[config.mk]
export PLATFORM = sky130hd
export DESIGN_NAME = wishbone_arbiter
export DESIGN_NICKNAME = d
export VERILOG_FILES = /design/src/rtl/wishbone_arbiter.sv
export SDC_FILE = /design/constraint.sdc
export NUM_CORES = 1
export LEC_CHECK = 0
export CAP_MARGIN = 20
export CORE_AREA = 2 2 162 164
export CTS_CLUSTER_SIZE = 16
export DETAILED_ROUTE_END_ITERATION = 10
export DIE_AREA = 0 0 164 166
export GPL_ROUTABILITY_DRIVEN = 0
export PLACE_DENSITY = 0.54
export SETUP_SLACK_MARGIN = 0.02
export SKIP_LAST_GASP = 1
export SLEW_MARGIN = 25
export SYNTH_ARGS = -nofsm -noshare
export SYNTH_HDL_FRONTEND = slang
export SYNTH_SLANG_ARGS = --single-unit
[constraint.sdc]
create_clock -name CLK -period 4.5 [get_ports CLK]
set_clock_uncertainty 0.2 [all_clocks]
set_input_delay 0.9 -clock CLK [delete_from_list [all_inputs] [get_ports CLK]]
set_output_delay 0.9 -clock CLK [all_outputs]
set_load 0.01 [all_outputs]
[src/rtl/wishbone_arbiter.sv]
// wishbone_arbiter
// Round-robin arbiter sharing one Wishbone manager port among NUM_MANAGERS
// requesters. The grant is held for the whole cycle (cyc high), shared
// outputs follow the granted manager combinationally and the decoder's
// ack/data are routed back to the granted manager only.
//
// Optional feature: define WB_ARB_TIMEOUT_EN to add a stall counter that
// force-terminates a cycle after TIMEOUT_CYCLES unacked strobe cycles. The
// terminated manager gets ack with 32'hDEAD_BEEF, and arb_timeout_o pulses.
module wishbone_arbiter #(
    parameter int NUM_MANAGERS   = 3,
    parameter int TIMEOUT_CYCLES = 255
) (
    input  logic                          CLK,
    input  logic                          RST,
    input  logic [NUM_MANAGERS-1:0]       wbm_cyc_i,
    input  logic [NUM_MANAGERS-1:0]       wbm_stb_i,
    input  logic [NUM_MANAGERS-1:0]       wbm_we_i,
    input  logic [NUM_MANAGERS-1:0][3:0]  wbm_sel_i,
    input  logic [NUM_MANAGERS-1:0][31:0] wbm_adr_i,
    input  logic [NUM_MANAGERS-1:0][31:0] wbm_dat_i,
    output logic [NUM_MANAGERS-1:0]       wbm_ack_o,
    output logic [NUM_MANAGERS-1:0][31:0] wbm_dat_o,
    output logic                          wbs_cyc_o_p,
    output logic                          wbs_stb_o_p,
    output logic                          wbs_we_o_p,
    output logic [3:0]                    wbs_sel_o_p,
    output logic [31:0]                   wbs_adr_o_p,
    output logic [31:0]                   wbs_dat_o_p,
    input  logic                          wbs_ack_i_p,
    input  logic [31:0]                   wbs_dat_i_p,
    output logic [NUM_MANAGERS-1:0]       arb_grant_o,
    output logic                          arb_timeout_o
);

    localparam int IDX_W = $clog2(NUM_MANAGERS);
    localparam logic [IDX_W-1:0] LAST_AT_RESET = IDX_W'(NUM_MANAGERS - 1);
    localparam logic [NUM_MANAGERS-1:0] GRANT_LSB = NUM_MANAGERS'(1);
    localparam logic [31:0] TIMEOUT_DATA = 32'hDEAD_BEEF;

    // Parameter sanity: elaboration fails on nonsensical configurations.
    if (NUM_MANAGERS < 2) begin : g_bad_num_managers
        $error("wishbone_arbiter: NUM_MANAGERS must be at least 2");
    end
    if (TIMEOUT_CYCLES < 1 || TIMEOUT_CYCLES > 255) begin : g_bad_timeout_cycles
        $error("wishbone_arbiter: TIMEOUT_CYCLES must be in 1..255");
    end

`ifdef WB_ARB_TIMEOUT_EN
    typedef enum logic [1:0] {
        ST_IDLE    = 2'd0,
        ST_BUSY    = 2'd1,
        ST_TIMEOUT = 2'd2
    } state_t;
`else
    typedef enum logic [1:0] {
        ST_IDLE = 2'd0,
        ST_BUSY = 2'd1
    } state_t;
`endif

    state_t                  state_reg, state_next;
    logic [IDX_W-1:0]        grant_idx_reg, grant_idx_next;
    logic [IDX_W-1:0]        last_reg, last_next;
    logic [NUM_MANAGERS-1:0] grant_reg, grant_next;

    // Round-robin search results
    logic                    pick_found;
    logic [IDX_W-1:0]        pick_idx;
    int                      cand_int;
    logic [IDX_W-1:0]        cand_idx;

    // Granted manager's inputs
    logic                    sel_cyc;
    logic                    sel_stb;
    logic                    sel_we;
    logic [3:0]              sel_sel;
    logic [31:0]             sel_adr;
    logic [31:0]             sel_dat;

    // Return path towards the granted lane
    logic                    route_en;
    logic                    ack_src;
    logic [31:0]             dat_src;

    // Stall counter; only meaningful with the timeout feature
    logic                    timeout_hit;
`ifdef WB_ARB_TIMEOUT_EN
    localparam logic [7:0] TIMEOUT_LIMIT = 8'(TIMEOUT_CYCLES);
    logic [7:0]              cnt_reg, cnt_next;
`endif

    assign sel_cyc = wbm_cyc_i[grant_idx_reg];
    assign sel_stb = wbm_stb_i[grant_idx_reg];
    assign sel_we  = wbm_we_i[grant_idx_reg];
    assign sel_sel = wbm_sel_i[grant_idx_reg];
    assign sel_adr = wbm_adr_i[grant_idx_reg];
    assign sel_dat = wbm_dat_i[grant_idx_reg];

    // Find the first requester after last_reg, wrapping around.
    always_comb begin
        pick_found = 1'b0;
        pick_idx   = '0;
        cand_int   = 0;
        cand_idx   = '0;
        for (int k = 1; k <= NUM_MANAGERS; k++) begin
            cand_int = int'(last_reg) + k;
            if (cand_int >= NUM_MANAGERS) begin
                cand_int = cand_int - NUM_MANAGERS;
            end
            cand_idx = IDX_W'(cand_int);
            if (!pick_found && wbm_cyc_i[cand_idx]) begin
                pick_found = 1'b1;
                pick_idx   = cand_idx;
            end
        end
    end

`ifdef WB_ARB_TIMEOUT_EN
    // Stall counter: counts unacked strobe cycles of the current grant.
    always_comb begin
        cnt_next    = cnt_reg;
        timeout_hit = 1'b0;
        if (state_reg == ST_BUSY) begin
            if (!sel_cyc || wbs_ack_i_p) begin
                cnt_next = '0;
            end else if (sel_stb) begin
                cnt_next = 8'(cnt_reg + 8'd1);
                // A real ack in the same cycle takes the branch above instead.
                timeout_hit = (cnt_next == TIMEOUT_LIMIT);
            end
        end else begin
            cnt_next = '0;
        end
    end

    // Stall counter register.
    always_ff @(posedge CLK) begin
        if (RST) begin
            cnt_reg <= '0;
        end else begin
            cnt_reg <= cnt_next;
        end
    end
`else
    assign timeout_hit = 1'b0;
`endif

    // State, grant and round-robin pointer registers.
    always_ff @(posedge CLK) begin
        if (RST) begin
            state_reg     <= ST_IDLE;
            grant_idx_reg <= '0;
            last_reg      <= LAST_AT_RESET;
            grant_reg     <= '0;
        end else begin
            state_reg     <= state_next;
            grant_idx_reg <= grant_idx_next;
            last_reg      <= last_next;
            grant_reg     <= grant_next;
        end
    end

    // Next-state logic and shared-port outputs.
    always_comb begin
        state_next     = state_reg;
        grant_idx_next = grant_idx_reg;
        last_next      = last_reg;
        grant_next     = grant_reg;
        wbs_cyc_o_p    = 1'b0;
        wbs_stb_o_p    = 1'b0;
        wbs_we_o_p     = 1'b0;
        wbs_sel_o_p    = '0;
        wbs_adr_o_p    = '0;
        wbs_dat_o_p    = '0;
        route_en       = 1'b0;
        ack_src        = 1'b0;
        dat_src        = '0;
        case (state_reg)
            ST_IDLE: begin
                if (pick_found) begin
                    state_next     = ST_BUSY;
                    grant_idx_next = pick_idx;
                    last_next      = pick_idx;
                    grant_next     = GRANT_LSB << pick_idx;
                end
            end
            ST_BUSY: begin
                wbs_cyc_o_p = sel_cyc;
                wbs_stb_o_p = sel_stb;
                wbs_we_o_p  = sel_we;
                wbs_sel_o_p = sel_sel;
                wbs_adr_o_p = sel_adr;
                wbs_dat_o_p = sel_dat;
                route_en    = 1'b1;
                ack_src     = wbs_ack_i_p;
                dat_src     = wbs_dat_i_p;
                if (!sel_cyc) begin
                    state_next = ST_IDLE;
                    grant_next = '0;
                end
`ifdef WB_ARB_TIMEOUT_EN
                else if (timeout_hit) begin
                    state_next = ST_TIMEOUT;
                end
`endif
            end
`ifdef WB_ARB_TIMEOUT_EN
            ST_TIMEOUT: begin
                // Shared cyc/stb stay low; the stuck manager gets a fake ack.
                route_en   = 1'b1;
                ack_src    = 1'b1;
                dat_src    = TIMEOUT_DATA;
                state_next = ST_IDLE;
                grant_next = '0;
                last_next  = grant_idx_reg;
            end
`endif
            default: begin
                state_next = ST_IDLE;
                grant_next = '0;
            end
        endcase
    end

    // Per-manager return lanes: only the granted lane sees ack/data.
    for (genvar gi = 0; gi < NUM_MANAGERS; gi++) begin : g_lane
        assign wbm_ack_o[gi] = route_en && grant_reg[gi] && ack_src;
        assign wbm_dat_o[gi] = (route_en && grant_reg[gi]) ? dat_src : 32'h0;
    end

    assign arb_grant_o = grant_reg;

`ifdef WB_ARB_TIMEOUT_EN
    assign arb_timeout_o = (state_reg == ST_TIMEOUT);
`else
    assign arb_timeout_o = 1'b0;
`endif

endmodule

* After elaboration in Yosys (flattened, before gate mapping) *
Cells that the tools add are included.

word-level totals
  bits in registers = 9

cells by class
  shift operators = 1
  reduce and logical (&&, ||, !) cells = 13
  equality and inequality tests = 3
  magnitude comparators = 7
  add/subtract/negate cells = 6
  muxes and demuxes = 45

operators with widths
  kind                   count
  $mux W32               8
  $bmux W32 S2           2
  $mux W2                8
  $mux W1                14
  $bmux W1 S2            6
  $lt A2 B3 Y1 const B   4
  $ge A3 B2 Y1 const B   3
  $bmux W4 S2            1
  $logic_and A1 B1 Y1    8
  $mux W4                2
  $add A2 B2 Y3 const B  2
  $mux W3                2
  $pmux W3 S2            1
  $sub A2 B2 Y2 const B  3
  $ne A2 B2 Y1 const B   2
  $pmux W2 S2            1
  $reduce_and A2 Y1      2
  $add A2 B1 Y3 const B  1
  $shl A1 B2 Y3 const A  1
  $eq A2 B1 Y1 const B   1
  $logic_not A1 Y1       2
  $logic_not A2 Y1       1

* Longest topological paths before layout *
Gate-level depths: netlist (run 1).

  depth after elaboration = 15
  gate-level depth with buffers = 10
  depth with buffers taken out = 7

* Worst setup path after synthesis (run 1) *
Ideal clock, no wire load.

  path type = register to register
  start point = reg grant_idx_reg[0]
  end point = reg grant_reg[2] (netlist: arb_grant_o[2])
  period minus slack after synthesis = 2.777 ns
  path slack = 1.723 ns
  arrival time = 2.459 ns
  cell stages (with the launch flop) = 11
  data required time = 4.183 ns
  cell sequence = dfxtp_1 clkbuf_1 clkbuf_1 inv_1 ha_1 buf_2 nand2b_1 a32o_1 or3_1 nor2b_4 a32o_1

between the ends
  longest elaborated chain between the ends = 4

RTL lines
  element                        line  RTL
  from (decl)                    63    logic [IDX_W-1:0] grant_idx_reg, grant_idx_next;
  from (signal assigned)         158   grant_idx_reg <= grant_idx_next;
  $bmux W1 S2                    93    assign sel_cyc = wbm_cyc_i[grant_idx_reg];
  $mux W1 (not written as such)  93
  $ne A2 B2 Y1 (no line)         -
  $reduce_and A2 Y1 (no line)    -
  to (signal assigned)           160   grant_reg <= grant_next;
  to (decl)                      65    logic [NUM_MANAGERS-1:0] grant_reg, grant_next;

No other way between the ends. The select of a mux whose other input is x is not followed.
A chain may end at the register's enable or synchronous reset.

* Worst setup path after layout (run 1) *
  start point = reg grant_idx_reg[0]
  end point = out wbs_adr_o_p[2]

between the ends
  longest elaborated chain between the ends = 3

RTL lines
  element                         line  RTL
  $bmux W32 S2                    97    assign sel_adr = wbm_adr_i[grant_idx_reg];
  $mux W32 (not written as such)  97
  $mux W32                        179   case (state_reg)
  to (decl)                       28    output logic [31:0] wbs_adr_o_p,

No other way between the ends. The select of a mux whose other input is x is not followed.

==> out/metrics.yaml, run 1 <==
postCtsHoldBufs: 0
cts_buffers: 3
design_area_um2: 7560
wl_per_cell_um: 16.1
swShare_pct: 49.1
ys_types: 32
async_reset_ff_share_pct: 0
cts_root_buffer: "clkbuf_16"
worstHoldStart: "last_reg[1]"
max_cap_viol_count: 0
postRouteAntennaNets: 0
end_kind: "output port"
grt_pass1_vias: 4811
grt_first_pass_wirelength_mm: 28.4
status: "finished clean"
grt_use_total_pct: 13.2
synth-main-ff-cell: "dfxtp_1"
crit_top_cell: "nor2_1"
p_leak_nw: 3.09
syn_nets: 754
fp-row-count: 59
crit_family: "buffers and inverters"
clockPowerShare_pct: 5.3
final.setup.tns_ns: 0
p_per_area_nw_per_um2: 376
grt-ovfl-total: 0
p_total_w: 0.00284
r2r_start: "grant_idx_reg[0]"
hold_viol: 0
cp.buffers_inverters: 3
dpl_cell_area_um2: 7460
crit_required_ns: 3.40
clock_sinks: 7
timing.final.crit_period_ns: 3.59
core-area_um2: 25600
die_area_um2: 27200
synth_warnings: 0
maxSlewHeadroom_pct: 43.3
fin_cells: 1217
whs_ns: 0.327
pin_count: 422
crit_fanout: 39
rsz0062_at_grt: "no"
syn_area_um2: 2960
ys_ff_latch: 7
power_frac_seq_pct: 8.1
setup_viol_count_final: 0
worstPathCellList: "buf_12 > buf_4 > mux2i_1 > nor2_1 > a21oi_1 > nor2_1 > clkdlybuf4s50_1"
endpoint: "wbs_adr_o_p[2]"
vias: 4974
slowest_delay_ns: 0.65
setup.worst_path.start_class: "flip-flop"
worst_pin_slew_ns: 0.850
rrSetupSlack_ns: 1.39
cp.depth: 7
portBuffers: 420
synth_edf_count: 0
switchingPower_w: 0.00140
cts_buffer_depth: 2
clock_latency_ns: 0.23
path_class: "flip-flop to output port"
critPathLaunch: "grant_idx_reg[0]"
drive_above_1_share_pct: 2.72
worstPathArrival_ns: 2.49
cts.clk_slew.worst_paths_ns: 0.03
syn_inst: 502
via_per_inst: 4.09
fp.dieW_um: 164
grt_max_degree: 97
max_freq_mhz: 278
placed_cells_incl_taps: 1211
antenna_found_initial: 1
start_util_pct: 11.6
r2r-end: "arb_grant_o[2]"
synth.avg_cell_area_um2: 5.89
slowest_stage: "dfxtp_4"
first_iter_violations: 191
fin_nets: 1134
fp.dieH_um: 166
wl_mm: 19.6
maxSlewViolCount: 0
yosysSeqAreaShare_pct: 4.74
combinationalPowerShare_pct: 86.6
cts.repair.resized: 0
htree_num_levels: 1
min_period_over_period_pct: 79.9
dp_hpwl_mm: 16.3
cts_tree: "built"
largest_reg_flops: 3
hp-class: "flip-flop to flip-flop"
p_int_w: 0.00145
ir_drop_v: 0.000210
dr.pass1.iters: 4
reg2reg_depth: 8
route.detailed.drc: 0
area_growth_pct: 156
post-cts-setup-buffers: 0
## layout make-up
class | count | area [um^2]
well taps | 335 | 419
multi-input cells | 434 | 2580
clock buffers | 4 | 78.8
flip-flops and latches | 7 | 150
inverters | 6 | 22.5
fillers | 2851 | 18100
diodes | 1 | 2.50
repair buffers | 430 | 4300
## worst min-delay path by stage
stage | endpoint | slack [ns] | depth (start not counted)
6_report | last_reg[1] | 0.33 | 2
4_1_cts | last_reg[1] | 0.34 | 2
5_1_grt | last_reg[1] | 0.38 | 2
3_5_place_dp | last_reg[1] | 0.33 | 2
3_3_place_gp | last_reg[1] | 0.31 | 2
2_1_floorplan | last_reg[1] | 0.28 | 2
## placed cells by master (no fill, tap or decap), drive strengths merged, types with 2 or more instances in the layout
cell	instances
nand2	9
clkdlybuf4s50	420
nor2	142
and3	99
ha	4
inv	6
nand2b	8
mux2i	72
a21oi	76
buf	10
nand3	2
dfxtp	7
clkbuf	4
a32o	3
nor2b	2
o21ai	4
## cells in the mapped netlist (2+ instances only)
| cell type | instances | area share, % |
|---|---|---|
| nor2_1 | 142 | 18 |
| and3_1 | 99 | 21 |
| a21oi_1 | 76 | 13 |
| mux2i_1 | 72 | 24 |
| clkbuf_1 | 41 | 5.2 |
| nand2_1 | 9 | 1.1 |
| buf_2 | 8 | 1.4 |
| nand2b_1 | 8 | 1.7 |
| dfxtp_1 | 7 | 4.7 |
| inv_1 | 6 | 0.76 |
| buf_1 | 5 | 0.63 |
| ha_1 | 4 | 1.7 |
| a32o_1 | 3 | 1.0 |
| o21ai_1 | 3 | 0.51 |
| nand3_1 | 2 | 0.34 |
## power by group through the flow
stage,registers [W],logic (W),clock network (W)
final,0.000230,0.00246,0.000150
after global routing,0.000247,0.00271,0.000158
after CTS,0.000282,0.00243,0.000154
after detailed placement,0.000281,0.00243,0
after global placement,0.000284,0.00243,0
after floorplan,0.000111,0.00138,0
## layer usage
metal | vias to the layer above | routed length, um | global-route usage, %
li1 | 2487 | - | -
met1 | 2187 | 7660 | 14.7
met2 | 284 | 9700 | 24.7
met3 | 16 | 1890 | 3.65
met4 | 0 | 324 | 2.44
met5 | - | 0 | 0
## stage by stage
step	setup WS [ns]	utilization, %
finish	0.905	29.5
global route	0.700	29.5
CTS	0.666	29.4
detailed placement	0.894	29.1
global placement	0.888	29.1
floorplan	1.72	-
## tightest hold or removal path, cell delays in order (launching register included)
cell,delay [ns]
dfxtp_1,0.34
nand2_1,0.07
nand3_1,0.07
## cell families (layout without fill, tap and decap cells)
group / after synthesis / count (layout) / share of synthesized area [%]
AO/OA/AOI/OAI: 92 / 92 / 17.3
adder cells (fa/ha/maj): 4 / 4 / 1.69
buffers and inverters: 61 / 440 / 8.20
flip-flops: 7 / 7 / 4.74
multiplexers: 73 / 73 / 24.7
other: 1 / 2 / 0.127
AND/OR/NAND/NOR: 264 / 264 / 43.2
Power figures use the tool's default switching activity.
==> run 2: changes to the inputs <==
- CORE_AREA: 2 2 162 164 -> 2 2 164 166
- DIE_AREA: 0 0 164 166 -> 0 0 166 168
- PLACE_DENSITY: 0.54 -> 0.55
- clock period: 4.5 -> 3.1 ns (I/O delays scaled with it)
==> run 2 against run 1 <==
  * Total power rose by 50%
  * Final area increased by 2.1%
  * Via count rose by 1.1%
  * Sequential share of layout area fell by 0.089 points
  * Sequential power is 18% lower
  * Critical path depth is the same
  * Utilization fell by 0.22 points
  * Count of clock-buffer cells in the layout unchanged
  * Critical path type unchanged
  * Largest cell class unchanged
  * Largest power group unchanged
==> out/metrics.yaml, run 2 (synthesis results as in run 1) <==
htree_num_levels: 1
worstPathArrival_ns: 2.15
p_per_area_nw_per_um2: 552
clock_latency_ns: 0.23
first_iter_violations: 145
fp-row-count: 60
fin_nets: 1151
end_kind: "output port"
swShare_pct: 47.7
setup.worst_path.start_class: "flip-flop"
wl_per_cell_um: 15.0
die_area_um2: 27900
p_total_w: 0.00426
most-common-layout-cells: "420 x clkdlybuf4s50_1, 142 x nor2_1, 99 x and3_1"
crit_required_ns: 2.28
maxSlewViolCount: 0
core-area_um2: 26400
combinationalPowerShare_pct: 90.3
fp.dieW_um: 166
route.detailed.drc: 0
cts_tree: "built"
dp_hpwl_mm: 15.7
ir_drop_v: 0.000245
cts_buffers: 3
clockPowerShare_pct: 5.2
start_util_pct: 11.2
area_growth_pct: 161
path_class: "flip-flop to output port"
layout_setup_ws_ns: 0.127
cts_buffer_depth: 2
dpl_cell_area_um2: 7600
grt_use_total_pct: 12.0
timing.final.crit_period_ns: 2.97
dr.pass1.iters: 4
min_period_over_period_pct: 95.9
max_cap_viol_count: 0
drive_above_1_share_pct: 4.23
grt-ovfl-total: 0
whs_ns: 0.262
grt_first_pass_wirelength_mm: 27.2
placed_cells_incl_taps: 1230
largest_reg_flops: 3
met2_usage_pct: 22.8
postRouteAntennaNets: 0
met1_usage_pct: 13.7
clock_sinks: 7
crit_fanout: 38
p_leak_nw: 3.18
mostFrequentLayoutCell: "clkdlybuf4s50_1"
use_met3_pct: 3.34
hp-class: "flip-flop to flip-flop"
grt_max_degree: 100
portBuffers: 420
switchingPower_w: 0.00203
grt_busiest_layer: "met2"
status: "finished clean"
dpl_worst_slack_ns: 0.132
antenna_found_initial: 0
vias: 5028
power_frac_seq_pct: 4.4
via_per_inst: 4.06
antenna_cells: 0
wl_mm: 18.6
pin_count: 422
hold_viol: 0
fp.dieH_um: 168
cts.clk_slew.worst_paths_ns: 0.04
grt_pass1_vias: 4764
p_int_w: 0.00223
max_freq_mhz: 336
cts_root_buffer: "clkbuf_16"
design_area_um2: 7720
rsz0062_at_grt: "yes"
fin_cells: 1239
setup_viol_count_final: 0
==> run 2: cell types whose count changed in the layout (fill, tap and decap cells not counted) <==
cell,before,now
buf_4,8,22
dfxtp_1,1,4
buf_12,2,4
buf_6,0,1
dfxtp_2,5,2
diode_2,1,0
==> run 2: power groups by stage <==
stage          combinational [W]  sequential [W]  clock (W)
2_1_floorplan            0.00200        0.000162          0
3_3_place_gp             0.00384        0.000206          0
3_5_place_dp             0.00384        0.000207          0
4_1_cts                  0.00386        0.000205   0.000228
5_1_grt                  0.00420        0.000198   0.000232
6_report                 0.00385        0.000189   0.000224
==> run 2: path summary, 6_finish.rpt <==
kind,depth (start not counted),slack (ns),to,startpoint
hold reg to reg,1,0.26,arb_grant_o[1],arb_grant_o[1]
setup reg to reg,7,0.49,arb_grant_o[2],grant_idx_reg[0]
setup / recovery,7,0.13,wbs_dat_o_p[8],grant_idx_reg[0]
hold / removal,1,0.26,arb_grant_o[1],arb_grant_o[1]
==> run 2: worst max-delay path, cell delays in order, from the launching register on <==
cell,delay (ns)
dfxtp_4,0.41
buf_4,0.17
nor2b_4,0.12
buf_12,0.20
buf_4,0.25
a21oi_1,0.10
nor2_1,0.11
clkdlybuf4s50_1,0.55
==> run 2: per-layer routing <==
metal / part of all wire [%] / wire length, um
met1: 40 / 7410
met2: 50 / 9290
met3: 8.9 / 1660
met4: 1.3 / 233
met5: 0 / 0
==> run 2: repair_timing <==
item                                   4_1_cts  5_1_grt
hold buffers                                 0        0
endpoints found under the hold margin        0        0
setup endpoints to repair                    0        2
resized for setup                            0        1
buffers inserted                             0        5
==> run 2: metrics by stage <==
step	TNS [ns]	utilization (%)
2_1_floorplan	0	-
3_3_place_gp	0	28.8
3_5_place_dp	0	28.8
4_1_cts	0	29.1
5_1_grt	-0.0169	29.3
6_report	0	29.3
==> run 2: cell type report <==
cell class              instances  area [um^2]
fillers                      2924        18600
repair buffers                447         4460
multi-input cells             434         2580
well taps                     341          427
flip-flops and latches          7          146
clock buffers                   4         78.8
inverters                       6         22.5
==> run 3: changes to the inputs <==
- GPL_TIMING_DRIVEN: unset -> 0
==> run 3 against run 2 <==
  * Hold slack better by 0.060 ns
  * Sequential share of layout area down 0.092 points
  * Critical path depth decreased by 1
  * Count of clock-buffer cells in the layout unchanged
  * Non-clock buffer count is 27 higher
  * Critical path type is now input port to output port
==> out/metrics.yaml, run 3 (synthesis results as in run 1) <==
status: "finished clean"
worst_pin_slew_ns: 0.515
setup.worst_path.start_class: "input port"
route.detailed.drc: 0
layout_setup_ws_ns: 0.0454
dr_wl_met2_mm: 11.2
most-common-layout-cells: "412 x clkdlybuf4s50_1, 140 x nor2_1, 99 x and3_1"
pin_count: 422
timing.final.crit_period_ns: 3.05
clock_sinks: 7
ir_drop_v: 0.000193
hp-class: "flip-flop to flip-flop"
crit_required_ns: 2.28
end_kind: "output port"
core-area_um2: 26400
clock_latency_ns: 0.23
dp_hpwl_mm: 18.5
cts_root_buffer: "clkbuf_16"
first_iter_violations: 184
htree_num_levels: 1
fp.dieW_um: 166
portBuffers: 420
path_class: "input port to output port"
cts_tree: "built"
fin_nets: 1178
slowest_stage: "clkdlybuf4s50_1"
die_area_um2: 27900
wl_met3_mm: 1.63
maxSlewViolCount: 0
grt_pass1_vias: 5139
cts_buffer_depth: 2
highest-signal-layer: "met4"
drive_above_1_share_pct: 4.86
design_area_um2: 7840
vias: 5181
max_cap_viol_count: 0
max_freq_mhz: 327
fillCellCount: 2931
fp.dieH_um: 168
antenna_found_initial: 0
postRouteAntennaNets: 0
dpl_cell_area_um2: 7590
p_total_w: 0.00445
hold_viol: 0
drt-met1-wl_mm: 8.30
grt_max_degree: 11
maxSlewHeadroom_pct: 65.7
ff_latch_area_um2: 141
wl_mm: 21.6
worstPathArrival_ns: 2.23
crit_fanout: 5
area_growth_pct: 165
min_period_over_period_pct: 98.5
dpl_worst_slack_ns: -0.859
grt_first_pass_wirelength_mm: 31.1
grt-ovfl-total: 0
worstPathCellList: "clkdlybuf4s50_1 > nand2_1 > o21ai_0 > o21ai_1 > inv_1 > clkdlybuf4s50_1"
grt_use_total_pct: 14.3
crit_top_cell: "clkdlybuf4s50_1"
via_per_inst: 4.09
wl_per_cell_um: 17.0
multi_input_area_um2: 2600
p_leak_nw: 3.31
largest_reg_flops: 3
rsz0062_at_grt: "yes"
slowest_delay_ns: 0.51
start_util_pct: 11.2
setup_viol_count_final: 0
fp-row-count: 60
cts_buffers: 3
cts.clk_slew.worst_paths_ns: 0.04
dr.pass1.iters: 6
mostFrequentLayoutCell: "clkdlybuf4s50_1"
p_per_area_nw_per_um2: 568
antenna_cells: 0
## run 3: routing by layer
metal | GRT usage (%) | up-vias
met4 | 3.14 | 0
met1 | 15.6 | 2291
met5 | 0 | -
met3 | 3.03 | 22
met2 | 28.0 | 283
li1 | - | 2585
## run 3: worst paths after layout
check | from | end | slack [ns] | cells past startpoint
max | wbm_cyc_i[1] | wbs_cyc_o_p | 0.05 | 6
min | last_reg[1] | last_reg[1] | 0.32 | 2
max reg2reg | grant_idx_reg[0] | arb_grant_o[2] | 0.26 | 10
min reg2reg | last_reg[1] | last_reg[1] | 0.32 | 2
## run 3: area by class of cell
class	instances	area share, %
buffer	54	4.50
clock buffer	4	1.01
inverter	6	0.287
multi-input combinational	434	33.2
sequential	7	1.80
tap	341	5.44
timing repair buffer	420	53.8
## run 3: power by group
group | switching, W | internal [W] | total [W] | leakage [nW]
sequential | 0.0000710 | 0.000129 | 0.000200 | 0.0579
clock | 0.0000511 | 0.000171 | 0.000222 | 0.0382
combinational | 0.00209 | 0.00194 | 0.00403 | 3.22
## run 3: critical path, delay by kind of cell
family	cells	cell delay (ns)
AOI/OAI and AO/OA	2	0.42
buffers and inverters	3	1.08
and+or+nand+nor	1	0.12
## run 3: repair_timing
item                       4_1_cts  5_1_grt
resized for setup               45       35
setup endpoints to repair       88       61
hold buffers                     0        0
buffers inserted                 0        0
## run 3: per-stage QoR
stage / hold WS [ns] / instances / TNS [ns] / util, %
2_1_floorplan: 0.284 / 502 / 0 / -
3_3_place_gp: 0.308 / 1263 / -33.84 / 28.8
3_5_place_dp: 0.306 / 1263 / -37.01 / 28.8
4_1_cts: 0.321 / 1266 / -0.0474 / 29.5
5_1_grt: 0.383 / 1266 / -0.134 / 29.7
6_report: 0.322 / 1266 / 0 / 29.7
